`config.mk`:
```
export PLATFORM = sky130hd
export DESIGN_NAME = if_stage
export DESIGN_NICKNAME = d
export VERILOG_FILES = /design/src/rtl/if_stage.sv
export SDC_FILE = /design/constraint.sdc
export NUM_CORES = 1
export LEC_CHECK = 0
export ABC_AREA = 1
export CAP_MARGIN = 0
export CORE_MARGIN = 2
export CORE_UTILIZATION = 35
export DETAILED_ROUTE_END_ITERATION = 8
export HOLD_SLACK_MARGIN = 0.12
export PLACE_DENSITY = 0.67
export SLEW_MARGIN = 10
export SYNTH_ARGS = -nofsm -noshare
export SYNTH_HDL_FRONTEND = slang
export SYNTH_SLANG_ARGS = --single-unit
```
`constraint.sdc`:
```
create_clock -name clk -period 2.8 [get_ports clk]
set_input_delay 0.28 -clock clk [delete_from_list [all_inputs] [get_ports clk]]
set_output_delay 0.28 -clock clk [all_outputs]
set_load 0.02 [all_outputs]
```
`src/rtl/if_stage.sv`:
```
// Instruction-fetch stage: owns the PC, keeps one imem request in flight at a time,
// and loads the IF/ID register, with a one-entry skid buffer for responses that arrive under stall.
module if_stage #(
    parameter logic [31:0] RESET_PC = 32'h0000_0000
) (
    input  logic        clk,
    input  logic        reset,
    output logic        imem_req_valid,
    output logic [31:0] imem_req_addr,
    input  logic        imem_req_ready,
    input  logic        imem_resp_valid,
    input  logic [31:0] imem_resp_data,
    input  logic        stall,
    input  logic        redirect_valid,
    input  logic [31:0] redirect_pc,
    output logic        ifid_valid,
    output logic [31:0] ifid_pc,
    output logic [31:0] ifid_instr,
    output logic [31:0] ifid_pc_plus4
);

    typedef enum logic [1:0] {
        S_FETCH = 2'd0,
        S_WAIT  = 2'd1,
        S_HOLD  = 2'd2,
        S_DRAIN = 2'd3
    } state_e;

    localparam logic [31:0] NOP_INSTR = 32'h0000_0013;

    state_e      state_q, state_d;
    logic [31:0] pc_q, pc_d;
    logic        ifid_valid_q, ifid_valid_d;
    logic [31:0] ifid_pc_q, ifid_pc_d;
    logic [31:0] ifid_instr_q, ifid_instr_d;
    logic [31:0] ifid_pc_plus4_q;
    logic        buf_valid_q, buf_valid_d;
    logic [31:0] buf_instr_q, buf_instr_d;

    logic        can_load_s;
    logic        req_fire_s;
    logic        outstanding_s;
    logic        load_s;
    logic [31:0] load_instr_s;

    // Reset gates the request so a state already forced to FETCH cannot fire while reset is held.
    assign imem_req_valid = (state_q == S_FETCH) && !reset;
    assign imem_req_addr  = pc_q;

    assign can_load_s    = !stall || !ifid_valid_q;
    assign req_fire_s    = imem_req_valid && imem_req_ready;
    assign outstanding_s = ((state_q == S_WAIT)  && !imem_resp_valid) ||
                           ((state_q == S_FETCH) && req_fire_s)       ||
                           ((state_q == S_DRAIN) && !imem_resp_valid);

    assign ifid_valid    = ifid_valid_q;
    assign ifid_pc       = ifid_pc_q;
    assign ifid_instr    = ifid_instr_q;
    assign ifid_pc_plus4 = ifid_pc_plus4_q;

    // Next-state, PC, skid buffer and IF/ID update; redirect overrides every state action.
    always_comb begin
        state_d      = state_q;
        pc_d         = pc_q;
        ifid_valid_d = ifid_valid_q;
        ifid_pc_d    = ifid_pc_q;
        ifid_instr_d = ifid_instr_q;
        buf_valid_d  = buf_valid_q;
        buf_instr_d  = buf_instr_q;
        load_s       = 1'b0;
        load_instr_s = buf_instr_q;

        if (redirect_valid) begin
            pc_d         = redirect_pc & 32'hFFFF_FFFC;
            ifid_valid_d = 1'b0;
            buf_valid_d  = 1'b0;
            if (outstanding_s) begin
                state_d = S_DRAIN;
            end else begin
                state_d = S_FETCH;
            end
        end else begin
            case (state_q)
                S_FETCH: begin
                    if (req_fire_s) begin
                        state_d = S_WAIT;
                    end else begin
                        state_d = S_FETCH;
                    end
                end
                S_WAIT: begin
                    if (imem_resp_valid && can_load_s) begin
                        load_s       = 1'b1;
                        load_instr_s = imem_resp_data;
                        pc_d         = pc_q + 32'd4;
                        state_d      = S_FETCH;
                    end else if (imem_resp_valid) begin
                        buf_valid_d = 1'b1;
                        buf_instr_d = imem_resp_data;
                        state_d     = S_HOLD;
                    end else begin
                        state_d = S_WAIT;
                    end
                end
                S_HOLD: begin
                    if (buf_valid_q && can_load_s) begin
                        load_s      = 1'b1;
                        buf_valid_d = 1'b0;
                        pc_d        = pc_q + 32'd4;
                        state_d     = S_FETCH;
                    end else if (!buf_valid_q) begin
                        state_d = S_FETCH;
                    end else begin
                        state_d = S_HOLD;
                    end
                end
                S_DRAIN: begin
                    if (imem_resp_valid) begin
                        state_d = S_FETCH;
                    end else begin
                        state_d = S_DRAIN;
                    end
                end
                default: begin
                    state_d = S_FETCH;
                end
            endcase

            // No new instruction: a free decode stage sees a bubble, a stalled one keeps its entry.
            if (load_s) begin
                ifid_valid_d = 1'b1;
                ifid_pc_d    = pc_q;
                ifid_instr_d = load_instr_s;
            end else if (!stall) begin
                ifid_valid_d = 1'b0;
            end else begin
                ifid_valid_d = ifid_valid_q;
            end
        end
    end

    // State, PC, skid buffer and IF/ID registers with synchronous reset.
    always_ff @(posedge clk) begin
        if (reset) begin
            state_q         <= S_FETCH;
            pc_q            <= RESET_PC;
            ifid_valid_q    <= 1'b0;
            ifid_pc_q       <= 32'h0000_0000;
            ifid_instr_q    <= NOP_INSTR;
            ifid_pc_plus4_q <= 32'h0000_0004;
            buf_valid_q     <= 1'b0;
            buf_instr_q     <= NOP_INSTR;
        end else begin
            state_q         <= state_d;
            pc_q            <= pc_d;
            ifid_valid_q    <= ifid_valid_d;
            ifid_pc_q       <= ifid_pc_d;
            ifid_instr_q    <= ifid_instr_d;
            ifid_pc_plus4_q <= ifid_pc_d + 32'd4;
            buf_valid_q     <= buf_valid_d;
            buf_instr_q     <= buf_instr_d;
        end
    end

endmodule

```
## Yosys cells after proc, flatten, opt, wreduce, memory -nomap -nowiden

Index checks and enable logic that the tools add are counted.

| storage, ports and cells | value |
|---|---|
| output and inout port bits | 130 |
| memories kept | 0 |
| bits of input ports | 70 |
| bits in latches | 0 |
| register bits | 164 |
| word-level logic and storage cells | 73 |
| memory bits (read-only) | 0 |
| bits in writable memories | 0 |

| operators by class | value |
|---|---|
| bitwise gates (word level) | 2 |
| $mul | 0 |
| shift-type cells | 0 |
| eq/ne operators | 10 |
| div/mod/pow operators | 0 |
| $lt $le $gt $ge | 0 |
| multiplexer cells | 27 |
| add/subtract/negate cells | 2 |
| reduce and logical (&&, ||, !) cells | 23 |

Operators with widths:

| operator | number |
|---|---|
| two-way mux 32 bit | 7 |
| adder 32 x 3 -> 32 bit (second input constant) | 2 |
| one-hot mux 32 bit (2 select lines) | 1 |
| two-way mux 2 bit | 7 |
| two-way mux 1 bit | 9 |
| one-hot mux 2 bit (4 select lines) | 1 |
| AND reduction 4 bit | 2 |
| logical AND 1 bit | 7 |
| inequality test 2 bit (second input constant) | 3 |
| AND reduction 3 bit | 2 |
| equality test 2 bit (second input constant) | 2 |
| logical NOT 1 bit | 4 |
| inequality test 2 x 1 -> 1 bit (second input constant) | 2 |
| one-hot mux 1 bit (2 select lines) | 2 |
| logical OR 1 bit | 3 |
| inequality test 3 x 2 -> 1 bit (second input constant) | 1 |
| inequality test 3 bit (second input constant) | 1 |
| nonzero test 3 bit | 1 |
| equality test 2 x 1 -> 1 bit (second input constant) | 1 |
| logical NOT 2 bit | 1 |
| inverter 1 bit | 2 |
| AND reduction 2 bit | 1 |
| nonzero test 2 bit | 1 |
| OR reduction 2 bit | 1 |

## Longest topological paths before layout

| logic depth | value |
|---|---|
| depth in word-level cells | 9 |
| depth in mapped cells | 17 |
| gate-level depth less buffers | 16 |

## Least setup slack after synthesis

Ideal clock, no wire load.

| timing path | value |
|---|---|
| path type | register to register |
| from | register state_q[0] |
| to | register ifid_pc_plus4_q[20], in the netlist ifid_pc_plus4[20] |
| stages on the path, launching flop included | 16 |
| library setup time | 0.109 ns |
| data arrival time | 2.219 ns |
| buffers on the path | 1 |
| period minus slack after synthesis | 2.328 ns |
| required time | 2.691 ns |
| setup slack | 0.472 ns |
| cells stage by stage | dfxtp_1 -> inv_1 -> ha_1 -> nand2_2 -> a21oi_4 -> nand3_4 -> buf_6 -> o21ai_4 -> ha_1 -> nand3_1 -> nor2_1 -> nand3_2 -> nor2_4 -> nand3_1 -> nand2_1 -> inv_1 |

| between the ends | value |
|---|---|
| cells in the longest elaborated chain, start to end | 6 |
| elaborated cells between the ends (all ways) | 7 |
| classes of those cells | add/sub (1); eq/ne (2); mux (4) |

RTL lines:

| element | RTL line | RTL |
|---|---|---|
| start, declared | 31 | `state_e state_q, state_d;` |
| start signal, assigned | 154 | `state_q <= state_d;` |
| equality test 2 bit or equality test 2 x 1 -> 1 bit (tied branches) | 83 | `case (state_q)` |
| one-hot mux 1 bit (2 select lines) (*) | 83 |  |
| two-way mux 1 bit (*) | 73 | `if (redirect_valid) begin` |
| two-way mux 32 bit (*) | 130 | `if (load_s) begin` |
| two-way mux 32 bit (*) | 73 |  |
| named net ifid_pc_d[2] | 34 | `logic [31:0] ifid_pc_q, ifid_pc_d;` |
| adder 32 x 3 -> 32 bit (*) | 159 | `ifid_pc_plus4_q <= ifid_pc_d + 32'd4;` |
| end signal, assigned | 159 |  |
| end, declared | 36 | `logic [31:0] ifid_pc_plus4_q;` |

Mark *: on every way through the listed nets, which the timed path passes. The rest lies on a longest branch. The select of a mux whose other input is x is not followed.
A chain may end at the register's enable or synchronous reset.

## Worst setup path after layout

| timing path | value |
|---|---|
| from | register state_q[0] |
| to | register ifid_pc_plus4_q[10], in the netlist ifid_pc_plus4[10] |

Same word-level chain as after synthesis.

==> impl_metrics.json <==
{
  "numCtsBuffers": 17,
  "gr-total-overflow": 0,
  "globalplace.congestion": 0.878,
  "syn_inst": 1167,
  "cp_common_cell": "inv_1",
  "clk_path_buf_depth": 2,
  "top_usage_layer": "met2",
  "grt_antenna_before_repair": 1,
  "drive_gt1_share_pct": 6.61,
  "met3_usage_pct": 6.92,
  "ir_drop_v": 0.000368,
  "fin_crit_ps": 2520,
  "ys_warn_count": 0,
  "use_met2_pct": 34.7,
  "status": "complete, no violations",
  "final_nets": 1410,
  "path_cells": "inv_1 > ha_1 > nand2_2 > a21oi_4 > nand3_4 > o21ai_4 > ha_1 > nand3_1 > nor2_1 > nand2_1 > inv_1 > nor2_1 > o21ai_0 > inv_1",
  "fin_tns_setup_ps": 0,
  "preCtsSetupSlack_ps": 126,
  "viasPerCell": 5.01,
  "vias": 8154,
  "root_buffer": "clkbuf_16",
  "dp.final_hpwl_mm": 18.2,
  "drt-initial-drc-count": 539,
  "hold_viol": 0,
  "p_comb_share_pct": 9.2,
  "ys.flop_type": "dfxtp_1",
  "initial_core_util_pct": 35.7,
  "path_buf_inv": 3,
  "portBuffers": 191,
  "period_share_pct": 90.2,
  "grt_pass1_vias": 7542,
  "start_kind": "flop",
  "p_seq_share_pct": 45.3,
  "fin_area_um2": 10500,
  "critical-path-max-stage-delay_ps": 330,
  "end_kind": "flop",
  "required_ps": 3120,
  "cp.arrival_ps": 2840,
  "cts.sinks": 158,
  "diodes": 0,
  "ys_seq_area_share_pct": 40.4,
  "path_max_fanout": 5,
  "ys_seq_elements": 158,
  "max_freq_ghz": 0.396,
  "swShare_pct": 25.4,
  "p_int_mw": 3.87,
  "yosysTopAreaCell": "dfxtp_1",
  "p_switching_mw": 1.31,
  "ys_async_sr_fraction_pct": 0,
  "powerDensity_nw_per_um2": 492,
  "ant_nets": 0,
  "worst_slew_pin_slew_ps": 599,
  "grt_max_degree": 65,
  "setup_violations": 0,
  "power_mw": 5.18,
  "grt_pass1_wl_mm": 39.5,
  "die_y_um": 153,
  "dr.pass1.iters": 5,
  "power.leakage_nw": 4.07,
  "area_growth_pct": 34.7,
  "cts_max_level": 4,
  "cts_tree": "yes",
  "rsz0062_at_grt": "no",
  "die_area_um2": 23600,
  "crit_path_top_delay_cell": "dfxtp_1",
  "drv_cap": 0,
  "finClkSkew_ps": 10.6,
  "grt_util_met1_pct": 26.2,
  "ioPinCount": 200,
  "hold_ws_ps": 240,
  "synth_top_area_share_pct": 40.4,
  "fp.dieW_um": 153,
  "row_count": 54,
  "critPathKind": "reg2reg",
  "wl_mm": 25.2,
  "cts.clk_slew.worst_paths_ps": 70,
  "cp_top_family": "simple AND/OR/NAND/NOR gates",
  "placed_cell_area_um2": 9940,
  "syn_area_per_cell_um2": 6.70,
  "synth_edf_count": 0,
  "grt_usage_pct": 20.9,
  "post_drt_wl_per_cell_um": 15.5,
  "remaining_drc_errors": 0,
  "synth_area_leaders": "dfxtp_1 (40%), nand2_1 (15%), nor2_1 (7.7%), o21ai_0 (6.3%), inv_1 (4.7%)",
  "relSlewSlack_pct": 60.1,
  "netlist_area_um2": 7820,
  "synth_cell_types": 45,
  "p_clk_share_pct": 45.4,
  "setup_ws_ps": 275,
  "worstHoldPathType": "in2reg",
  "clk_latency_ps": 430,
  "coreArea_um2": 21900,
  "slew_viol_final": 0,
  "synth_most_common_cell": "nand2_1",
  "synthTopCellsByCount": "nand2_1 (306), nor2_1 (160), dfxtp_1 (158)"
}
power by group through the flow:
stage	logic (mW)	clock network [mW]	registers, mW
after floorplan	0.212	0	2.41
after global placement	0.472	0	2.40
after detailed placement	0.477	0	2.40
after CTS	0.479	2.41	2.35
after global routing	0.517	2.52	2.35
final	0.479	2.35	2.35
routing by layer:
layer / up-vias / share of wire (%) / wire [um]
met5: - / 0.052 / 13
met4: 2 / 1.5 / 380
met3: 33 / 9.4 / 2360
met2: 285 / 47 / 11800
met1: 3672 / 42 / 10600
li1: 4162 / - / -
cells by family after synthesis:
| group | Yosys count | synth area share (%) |
|---|---|---|
| AOI/OAI and AO/OA | 227 | 16.3 |
| adders and majority gates | 6 | 0.960 |
| and+or+nand+nor | 599 | 32.6 |
| DFF | 158 | 40.4 |
| other | 1 | 0.0479 |
| xor gates and xnor gates | 3 | 0.336 |
| buffers and inverters | 173 | 9.31 |
path summary, 6_finish.rpt:
| kind | depth (start not counted) | endpoint | startpoint | slack (ps) |
|---|---|---|---|---|
| min | 2 | imem_req_addr[9] | reset | 240 |
| max reg2reg | 14 | ifid_pc_plus4[10] | state_q[0] | 280 |
| min reg2reg | 2 | buf_instr_q[0] | buf_instr_q[0] | 460 |
| max | 14 | ifid_pc_plus4[10] | state_q[0] | 280 |
final cells by class:
cell class	instances	area, um^2
clock buffer	21	460
timing repair buffer	213	2090
fill	2227	11400
inverter	103	387
tap	280	350
multi-input combinational	841	3950
sequential	158	3160
clock inverter	11	131
metrics by stage:
| step | utilization (%) | cells |
|---|---|---|
| finish | 48.1 | 1627 |
| global route | 48.1 | 1627 |
| global placement | 45.4 | 1595 |
| detailed placement | 45.4 | 1595 |
| floorplan | - | 1172 |
| CTS | 48.1 | 1627 |
repair_timing:
| action | CTS | global route |
|---|---|---|
| setup buffers | 0 | 0 |
| endpoints found under the hold margin | 0 | 0 |
| hold buffers | 0 | 0 |
| gates resized for setup | 0 | 1 |
| setup endpoints to repair | 0 | 8 |
state kept, by name, indices dropped and copies added (netlist names):
register	cells
buf_instr_q	32
buf_valid_q	1
ifid_instr	32
ifid_pc	30
ifid_pc_plus4	30
ifid_valid	1
imem_req_addr	30
state_q	2
cells in the final DEF, fill, tap and decap left out, types with 7 or more instances in the layout:
| master | count |
|---|---|
| nor2_1 | 158 |
| inv_1 | 96 |
| dfxtp_1 | 158 |
| nand3_1 | 43 |
| clkbuf_16 | 17 |
| nand2_1 | 306 |
| nor2_2 | 10 |
| o21ai_0 | 99 |
| o211ai_1 | 7 |
| nand4_1 | 43 |
| buf_4 | 20 |
| clkdlybuf4s50_1 | 190 |
| a31oi_1 | 34 |
| a21oi_1 | 64 |
| nor3_1 | 15 |
Power figures use the tool's default switching activity.
